--- config.mk ---
export PLATFORM = sky130hd
export DESIGN_NAME = wb_timer_ctrl_mc
export DESIGN_NICKNAME = d
export VERILOG_FILES = /design/src/rtl/wb_timer_ctrl_mc.sv
export SDC_FILE = /design/constraint.sdc
export NUM_CORES = 1
export LEC_CHECK = 0
export CORE_ASPECT_RATIO = 2
export CORE_MARGIN = 2
export CORE_UTILIZATION = 42
export CTS_CLUSTER_SIZE = 30
export DETAILED_ROUTE_END_ITERATION = 7
export PLACE_DENSITY = 0.71
export SYNTH_ARGS = -nofsm -noshare
export SYNTH_HDL_FRONTEND = slang
export SYNTH_SLANG_ARGS = --single-unit
--- constraint.sdc ---
create_clock -name WB_CLK -period 9.6 [get_ports WB_CLK]
set_clock_uncertainty 0.2 [all_clocks]
set_input_delay 1.44 -clock WB_CLK [delete_from_list [all_inputs] [get_ports WB_CLK]]
set_output_delay 1.44 -clock WB_CLK [all_outputs]
set_load 0.005 [all_outputs]
--- src/rtl/wb_timer_ctrl_mc.sv ---
// Wishbone-slave multi-channel down-counter timer with a shared prescaler,
// one-shot/periodic channels, per-channel expiry pulses and a sticky maskable interrupt.
module wb_timer_ctrl_mc #(
    parameter int unsigned NUM_CH    = 4,
    parameter int unsigned CNT_WIDTH = 32,
    parameter int unsigned PRE_WIDTH = 16,
    parameter logic [15:0] DEV_ID    = 16'hC008
) (
    input  logic              WB_CLK,
    input  logic              WB_RST,
    input  logic [16:0]       WBs_ADR,
    input  logic              WBs_CYC,
    input  logic [3:0]        WBs_BYTE_STB,
    input  logic              WBs_WE,
    input  logic              WBs_RD,
    input  logic              WBs_STB,
    input  logic [31:0]       WBs_WR_DAT,
    output logic [31:0]       WBs_RD_DAT,
    output logic              WBs_ACK,
    output logic [NUM_CH-1:0] tmr_pulse_o,
    output logic              FPGA_INTR
);
    typedef enum logic {S_IDLE, S_RUN} state_t;

    localparam logic [5:0] A_ID   = 6'h00;
    localparam logic [5:0] A_STAT = 6'h01;
    localparam logic [5:0] A_EN   = 6'h02;
    localparam logic [5:0] A_PRE  = 6'h03;

    logic                 req;
    logic                 wr;
    logic                 rd;
    logic [5:0]           idx;
    logic                 tick;
    logic [PRE_WIDTH-1:0] pre_cnt;
    logic [PRE_WIDTH-1:0] prescale;
    logic [PRE_WIDTH-1:0] prescale_d;
    logic [NUM_CH-1:0]    int_stat;
    logic [NUM_CH-1:0]    int_stat_d;
    logic [NUM_CH-1:0]    int_en;
    logic [NUM_CH-1:0]    int_en_d;
    logic [NUM_CH-1:0]    expire;
    logic [NUM_CH-1:0]    mode;
    logic [NUM_CH-1:0]    mode_d;
    logic [NUM_CH-1:0]    ctrl_wr;
    logic [NUM_CH-1:0]    load_wr;
    state_t               state   [NUM_CH];
    state_t               state_d [NUM_CH];
    logic [CNT_WIDTH-1:0] load    [NUM_CH];
    logic [CNT_WIDTH-1:0] load_d  [NUM_CH];
    logic [CNT_WIDTH-1:0] count   [NUM_CH];
    logic [CNT_WIDTH-1:0] count_d [NUM_CH];
    logic [31:0]          rd_d;
    logic                 unused_ok;

    function automatic logic [31:0] merge_bytes(input logic [31:0] old,
                                                input logic [31:0] wdat,
                                                input logic [3:0]  be);
        logic [31:0] r;
        r = old;
        for (int unsigned b = 0; b < 4; b++) begin
            if (be[b]) r[b*8 +: 8] = wdat[b*8 +: 8];
        end
        return r;
    endfunction

    assign req       = WBs_CYC & WBs_STB & ~WBs_ACK;
    assign wr        = req & WBs_WE;
    assign rd        = req & ~WBs_WE;
    assign idx       = WBs_ADR[7:2];
    assign tick      = (pre_cnt == prescale);
    assign FPGA_INTR = |(int_stat & int_en);
    assign unused_ok = ^{WBs_RD, WBs_ADR[16:8], WBs_ADR[1:0]};

    always_comb begin
        prescale_d = prescale;
        int_en_d   = int_en;
        int_stat_d = int_stat;
        if (wr && idx == A_PRE)
            prescale_d = PRE_WIDTH'(merge_bytes(32'(prescale), WBs_WR_DAT, WBs_BYTE_STB));
        if (wr && idx == A_EN)
            int_en_d = NUM_CH'(merge_bytes(32'(int_en), WBs_WR_DAT, WBs_BYTE_STB));
        if (wr && idx == A_STAT && WBs_BYTE_STB[0])
            int_stat_d = int_stat & ~WBs_WR_DAT[NUM_CH-1:0];
        // hardware set is applied after the clear so a same-cycle expiry wins
        int_stat_d = int_stat_d | expire;
    end

    always_comb begin
        rd_d = '0;
        case (idx)
            A_ID:    rd_d = {DEV_ID, 8'(NUM_CH), 8'(CNT_WIDTH)};
            A_STAT:  rd_d = 32'(int_stat);
            A_EN:    rd_d = 32'(int_en);
            A_PRE:   rd_d = 32'(prescale);
            default: ;
        endcase
        for (int unsigned n = 0; n < NUM_CH; n++) begin
            if (idx == 6'(4 * (n + 1)))     rd_d = {30'd0, mode[n], state[n] == S_RUN};
            if (idx == 6'(4 * (n + 1) + 1)) rd_d = 32'(load[n]);
            if (idx == 6'(4 * (n + 1) + 2)) rd_d = 32'(count[n]);
        end
    end

    always_comb begin
        for (int unsigned n = 0; n < NUM_CH; n++) begin
            ctrl_wr[n] = wr && (idx == 6'(4 * (n + 1))) && WBs_BYTE_STB[0];
            load_wr[n] = wr && (idx == 6'(4 * (n + 1) + 1));
            state_d[n] = state[n];
            mode_d[n]  = mode[n];
            load_d[n]  = load[n];
            count_d[n] = count[n];
            expire[n]  = 1'b0;
            if (ctrl_wr[n]) mode_d[n] = WBs_WR_DAT[1];
            if (load_wr[n])
                load_d[n] = CNT_WIDTH'(merge_bytes(32'(load[n]), WBs_WR_DAT, WBs_BYTE_STB));
            case (state[n])
                S_IDLE: begin
                    if (ctrl_wr[n] && WBs_WR_DAT[0]) begin
                        state_d[n] = S_RUN;
                        count_d[n] = load[n];
                    end
                end
                S_RUN: begin
                    // a disable write pre-empts any tick in the same cycle
                    if (ctrl_wr[n] && !WBs_WR_DAT[0]) begin
                        state_d[n] = S_IDLE;
                    end else if (tick) begin
                        if (count[n] != '0) begin
                            count_d[n] = count[n] - CNT_WIDTH'(1);
                        end else begin
                            expire[n] = 1'b1;
                            if (mode[n]) count_d[n] = load[n];
                            else         state_d[n] = S_IDLE;
                        end
                    end
                end
                default: state_d[n] = S_IDLE;
            endcase
        end
    end

    always_ff @(posedge WB_CLK) begin
        for (int unsigned n = 0; n < NUM_CH; n++) begin
            if (WB_RST) begin
                state[n] <= S_IDLE;
                load[n]  <= '0;
                count[n] <= '0;
            end else begin
                state[n] <= state_d[n];
                load[n]  <= load_d[n];
                count[n] <= count_d[n];
            end
        end
    end

    always_ff @(posedge WB_CLK) begin
        if (WB_RST) begin
            WBs_ACK     <= 1'b0;
            WBs_RD_DAT  <= '0;
            pre_cnt     <= '0;
            prescale    <= '0;
            int_en      <= '0;
            int_stat    <= '0;
            mode        <= '0;
            tmr_pulse_o <= '0;
        end else begin
            WBs_ACK <= req;
            if (rd) WBs_RD_DAT <= rd_d;
            if ((wr && idx == A_PRE) || tick) pre_cnt <= '0;
            else                              pre_cnt <= pre_cnt + PRE_WIDTH'(1);
            prescale    <= prescale_d;
            int_en      <= int_en_d;
            int_stat    <= int_stat_d;
            mode        <= mode_d;
            tmr_pulse_o <= expire;
        end
    end
endmodule

# Word level (Yosys, flattened, before mapping)
# Memory sizes are Yosys's and may differ from the RTL's.
# Index checks and enable logic that the tools add are counted.
op_classes:
  addsub: 5
  mul: 0
  n_div: 0
  n_lt_le_gt_ge: 0
  eq_ne: 16
  shifts: 0
  muxes: 113
  n_bitwise: 26
  reduce_logical: 36
ops:
  columns: ["cell", "n"]
  rows:
  - ["two-way mux 32 bit", 44]
  - ["case mux 32 bit (2 select lines)", 4]
  - ["two-way mux 8 bit", 16]
  - ["case mux 32 bit (4 select lines)", 1]
  - ["nonzero test 32 bit", 4]
  - ["subtractor 32 x 1 -> 32 bit (second input constant)", 4]
  - ["two-way mux 1 bit", 43]
  - ["equality test 6 x 4 -> 1 bit (second input constant)", 6]
  - ["logical AND 1 bit", 24]
  - ["equality test 6 x 3 -> 1 bit (second input constant)", 3]
  - ["equality test 6 x 5 -> 1 bit (second input constant)", 3]
  - ["adder 16 x 1 -> 16 bit (second input constant)", 1]
  - ["equality test 16 bit", 1]
  - ["equality test 6 x 2 -> 1 bit (second input constant)", 2]
  - ["bitwise OR 1 bit", 12]
  - ["AND 4 bit", 2]
  - ["case mux 1 bit (2 select lines)", 4]
  - ["equality test 6 x 1 -> 1 bit (second input constant)", 1]
  - ["zero test 6 bit", 1]
  - ["inverter 1 bit", 6]
  - ["AND reduction 2 bit", 3]
  - ["AND 1 bit", 4]
  - ["two-way mux 4 bit", 1]
  - ["inverter 4 bit", 1]
  - ["other kinds (5)", 5]
word_totals:
  ff_bits: 81
  latchBits: 0
  ram_bits: 260
  rom_bits: 0
  in_bits: 59
  out_inout_bits: 38
  wordCells: 211
  n_memories: 3
mem_list:
  columns: ["name", "depth", "word_bits", "read_ports", "rd_ports_with_merged_regs", "wr", "line_no", "rtl"]
  rows:
  - ["count", 4, 32, 4, 0, 4, "51", "logic [CNT_WIDTH-1:0] count [NUM_CH];"]
  - ["load", 4, 32, 4, 0, 4, "49", "logic [CNT_WIDTH-1:0] load [NUM_CH];"]
  - ["state", 4, 1, 4, 0, 4, "47", "state_t state [NUM_CH];"]

# Longest topological paths before layout
depth:
  depth_word: 14
  ltp_mapped: 10
  depth_no_buf: 8

# Worst setup path before layout
# OpenSTA, ideal clock, no wires.
synth_timing:
  path_type: "in2reg"
  startpoint: "in WBs_ADR[4]"
  endpoint: "mem count[3][11]"
  setup_time_ns: 0.143
  t_arrival_ns: 3.709
  required_ns: 9.257
  slack_ns: 5.548
  cell_stages: 10
  n_path_buf: 4
  cell_sequence: "buf_2 or4b_1 buf_2 nor4_4 mux2i_1 a311o_1 buf_2 buf_2 a22oi_1 o32ai_2"
synth_lines:
  columns: ["item", "line_no", "rtl"]
  rows:
  - ["from (decl)", "11", "input logic [16:0] WBs_ADR,"]
  - ["to (decl)", "51", null]

==> impl_results.md <==
* Hold violation count in the final report at 0
* Clk_lat worst skew at 0.54 ns
* Critical Path Sink Type: flip-flop
* Initial detailed-routing violation count at 1930
* Share of the yosys chip area belonging to registers at 36.5%
* Worst endpoint required time at 9.83 ns
* Initial Util at 42.5%
* Number of buffers added for setup after CTS at 0
* Async set or reset register ratio after synthesis at 0%
* Total overflow reported by the global router at 0
* Run status: finished, final reports clean
* Kind of start point of the critical path: input port
* Total placed cells including tap cells at 2831
* Minimum period implied by the final worst setup slack at 5.10 ns
* Buffer levels on the longest clock path at 3
* Ratio of final minimum period to clock period at 53.1%
* Max-Slew Margin vs Limit at 14.3%
* Largest net degree at the start of global routing at 94
* Layout area overhead at 12.5%
* Fin util at 47.8%
* Net count of the finished layout at 2383
* Share of layout cells above drive strength 1 at 7.65%
* Global-route wire length before repair at 115000 µm
* Final std cells w/o fill at 2896
* Buffer cell driving the clock tree root: sky130_fd_sc_hd__clkbuf_16
* TNS Setup at 0 ns
* Final count of pins violating max slew at 0
* Area of the placeable core at 44100 µm²
* Total of buffers placed on input and output ports at 84
* FMAX at 196 MHz
* CTS Buf Count at 35
* DR pass1 iterations at 6
* RSZ-0062 raised after global routing: no
* Synth Register Bits at 341
* Top-level port count at 97
* Cell count of the worst hold path at 2
* Remaining DRCs at 0
* Cells on worst reg2reg path at 7
* Crit path arrival time at 5.33 ns
* Final weighted congestion in routability-driven placement at 1.01
* Number of standard-cell rows in the floorplan at 109
* Gr usage total at 32.3%
* Post-CTS Hold Fix Bufs at 0
* Number of setup violations in the final report at 0
* Post-detailed-route count of antenna-violating nets at 0
* Share of Yosys cell area claimed by the top area cell type at 36.5%
* Area leader, netlist: sky130_fd_sc_hd__dfxtp_1
* # fillers at 4256
* Die Area at 46300 µm²
* EDFF count, synth at 0
* Die extent in x at 153 µm
* Max-Cap Viols at 0
* Slew @ Worst Pin at 1.29 ns
* WL per Instance at 26.8 µm
* Critical-path maximum fanout at 29
* Area of the mapped netlist at 18700 µm²
* CTS tree: done
* Post-Synthesis Net Count at 2414
* Number of distinct library cells after synthesis at 80
* Post-detailed-placement half-perimeter wirelength at 56400 µm
* Number of instances in the synthesized netlist at 2346
* Level count of the clock H-tree at 2
* Maximum ir drop on the vdd rail at 0.0000946 V
* Clock input transition at the sequential cells of the worst setup and hold paths at 0.07 ns
* Via density at 6.68
* Worst hold margin at 0.278 ns
* Initial antenna violation count at 3
* Die span in y at 302 µm
* Top_reg_cell synth: sky130_fd_sc_hd__dfxtp_1
* Biggest area contributors in the synthesized netlist: sky130_fd_sc_hd__dfxtp_1, sky130_fd_sc_hd__a21oi_1, sky130_fd_sc_hd__mux2i_1
* Routed wire length at 77700 µm
* Total power divided by cell area at 144 nW/µm²
* Min-Delay Path Class: flip-flop to flip-flop
* Leakage component of the power at 7.51 nW
* Warning count from the yosys run at 0
* Number of global-route vias before repair at 18400
* Via count at 19300
* Mean area per synthesized cell at 7.97 µm²
* Worst Setup Path Type: input port to flip-flop
* Least setup slack across all paths after layout at 4.50 ns
* Sink Count at 341
* Post-CTS sizing at 0
* Pre-CTS setup slack at 4.11 ns
stage by stage:
| step | power [W] | instance area, µm² |
|---|---|---|
| floorplan | 0.00153 | 18700 |
| global placement | 0.00161 | 19800 |
| detailed placement | 0.00161 | 19800 |
| CTS | 0.00305 | 21000 |
| global route | 0.00310 | 21000 |
| finish | 0.00303 | 21000 |
layout make-up:
cell class / instances / area (µm²) / share of cell area, %
antenna: 2 / 5.00 / 0.0238
clock buffer: 48 / 1040 / 4.93
clock inverter: 13 / 153 / 0.725
inverter: 39 / 146 / 0.696
multi-input combinational: 1773 / 11000 / 52.4
sequential: 341 / 6830 / 32.4
tap: 555 / 694 / 3.30
timing repair buffer: 125 / 1150 / 5.48
cell usage in the layout (no fill, tap or decap), types with 17 or more instances in the layout:
cell,count
sky130_fd_sc_hd__a211oi_1,22
sky130_fd_sc_hd__clkbuf_16,37
sky130_fd_sc_hd__o32ai_1,17
sky130_fd_sc_hd__nand4_1,24
sky130_fd_sc_hd__clkdlybuf4s50_1,83
sky130_fd_sc_hd__mux2i_1,105
sky130_fd_sc_hd__a22oi_1,48
sky130_fd_sc_hd__nor4_1,46
sky130_fd_sc_hd__a21oi_1,218
sky130_fd_sc_hd__dfxtp_1,341
sky130_fd_sc_hd__inv_1,38
sky130_fd_sc_hd__o32ai_2,17
sky130_fd_sc_hd__nand2_1,179
sky130_fd_sc_hd__nor2_1,233
sky130_fd_sc_hd__o22ai_1,18
sky130_fd_sc_hd__a222oi_1,26
sky130_fd_sc_hd__o21ai_0,165
sky130_fd_sc_hd__nand3_1,112
sky130_fd_sc_hd__a221o_1,18
sky130_fd_sc_hd__nor3_1,118
sky130_fd_sc_hd__and2_1,38
sky130_fd_sc_hd__and3_1,34
sky130_fd_sc_hd__or3_1,21
sky130_fd_sc_hd__a221oi_1,25
sky130_fd_sc_hd__xor2_1,22
sky130_fd_sc_hd__buf_4,39
Yosys cell counts, types with 17 or more instances:
cell type and n:
sky130_fd_sc_hd__a211oi_1 22, sky130_fd_sc_hd__a21oi_1 218, sky130_fd_sc_hd__a221o_1 18, sky130_fd_sc_hd__a221oi_1 25, sky130_fd_sc_hd__a222oi_1 26, sky130_fd_sc_hd__a22oi_1 48
sky130_fd_sc_hd__and2_1 38, sky130_fd_sc_hd__and3_1 34, sky130_fd_sc_hd__buf_2 24, sky130_fd_sc_hd__clkbuf_1 158, sky130_fd_sc_hd__dfxtp_1 341, sky130_fd_sc_hd__inv_1 39
sky130_fd_sc_hd__mux2i_1 105, sky130_fd_sc_hd__nand2_1 179, sky130_fd_sc_hd__nand3_1 112, sky130_fd_sc_hd__nand4_1 24, sky130_fd_sc_hd__nor2_1 240, sky130_fd_sc_hd__nor3_1 121
sky130_fd_sc_hd__nor4_1 47, sky130_fd_sc_hd__o21ai_0 165, sky130_fd_sc_hd__o22ai_1 18, sky130_fd_sc_hd__o32ai_1 17, sky130_fd_sc_hd__o32ai_2 17, sky130_fd_sc_hd__or3_1 21
sky130_fd_sc_hd__xor2_1 22
critical path, cell delays in order:
cell	delay, ns
sky130_fd_sc_hd__clkdlybuf4s50_1	0.76
sky130_fd_sc_hd__or4b_1	0.83
sky130_fd_sc_hd__nor4_4	0.34
sky130_fd_sc_hd__mux2i_1	0.72
sky130_fd_sc_hd__a311o_1	0.21
sky130_fd_sc_hd__buf_4	0.34
sky130_fd_sc_hd__nand2_1	0.29
sky130_fd_sc_hd__a221oi_1	0.37
routing by layer:
| layer | GRT usage [%] | wire length, µm | vias up |
|---|---|---|---|
| li1 | - | - | 8725 |
| met1 | 32.9 | 25800 | 9218 |
| met2 | 57.9 | 39000 | 1070 |
| met3 | 5.20 | 5470 | 331 |
| met4 | 26.5 | 7520 | 0 |
| met5 | 0 | 0 | - |
cell families (layout without fill, tap and decap cells):
kind of cell | after synthesis | in the layout | share of synthesized area (%)
buffers and inverters | 232 | 225 | 5.02
multiplexers | 114 | 114 | 6.16
XOR/XNOR | 30 | 30 | 1.40
other | 0 | 2 | 0
AND/OR/NAND/NOR | 896 | 896 | 23.7
AO/OA/AOI/OAI | 724 | 724 | 26.7
adder cells (fa/ha/maj) | 9 | 9 | 0.602
flip-flops | 341 | 341 | 36.5
registers in the layout, summed over array words and instances (netlist names), 16 cells and up:
register / flops
load: 128
WBs_RD_DAT: 32
prescale: 16
count: 128
pre_cnt: 16
power by group:
part	total, W	switching, W	leakage (nW)	internal, W
clock	0.00145	0.000612	0.591	0.000840
sequential	0.00143	0.00000534	2.75	0.00142
combinational	0.000156	0.000107	4.17	0.0000485
path summary, 6_finish.rpt:
check	endpoint	start	slack (ns)
max	count[3][9]	WBs_ADR[4]	4.50
min reg2reg	load[0][6]	load[0][6]	0.28
max reg2reg	count[3][14]	count[3][4]	5.26
min	load[0][6]	load[0][6]	0.28
Note: power is estimated with default switching activity, not from simulation.
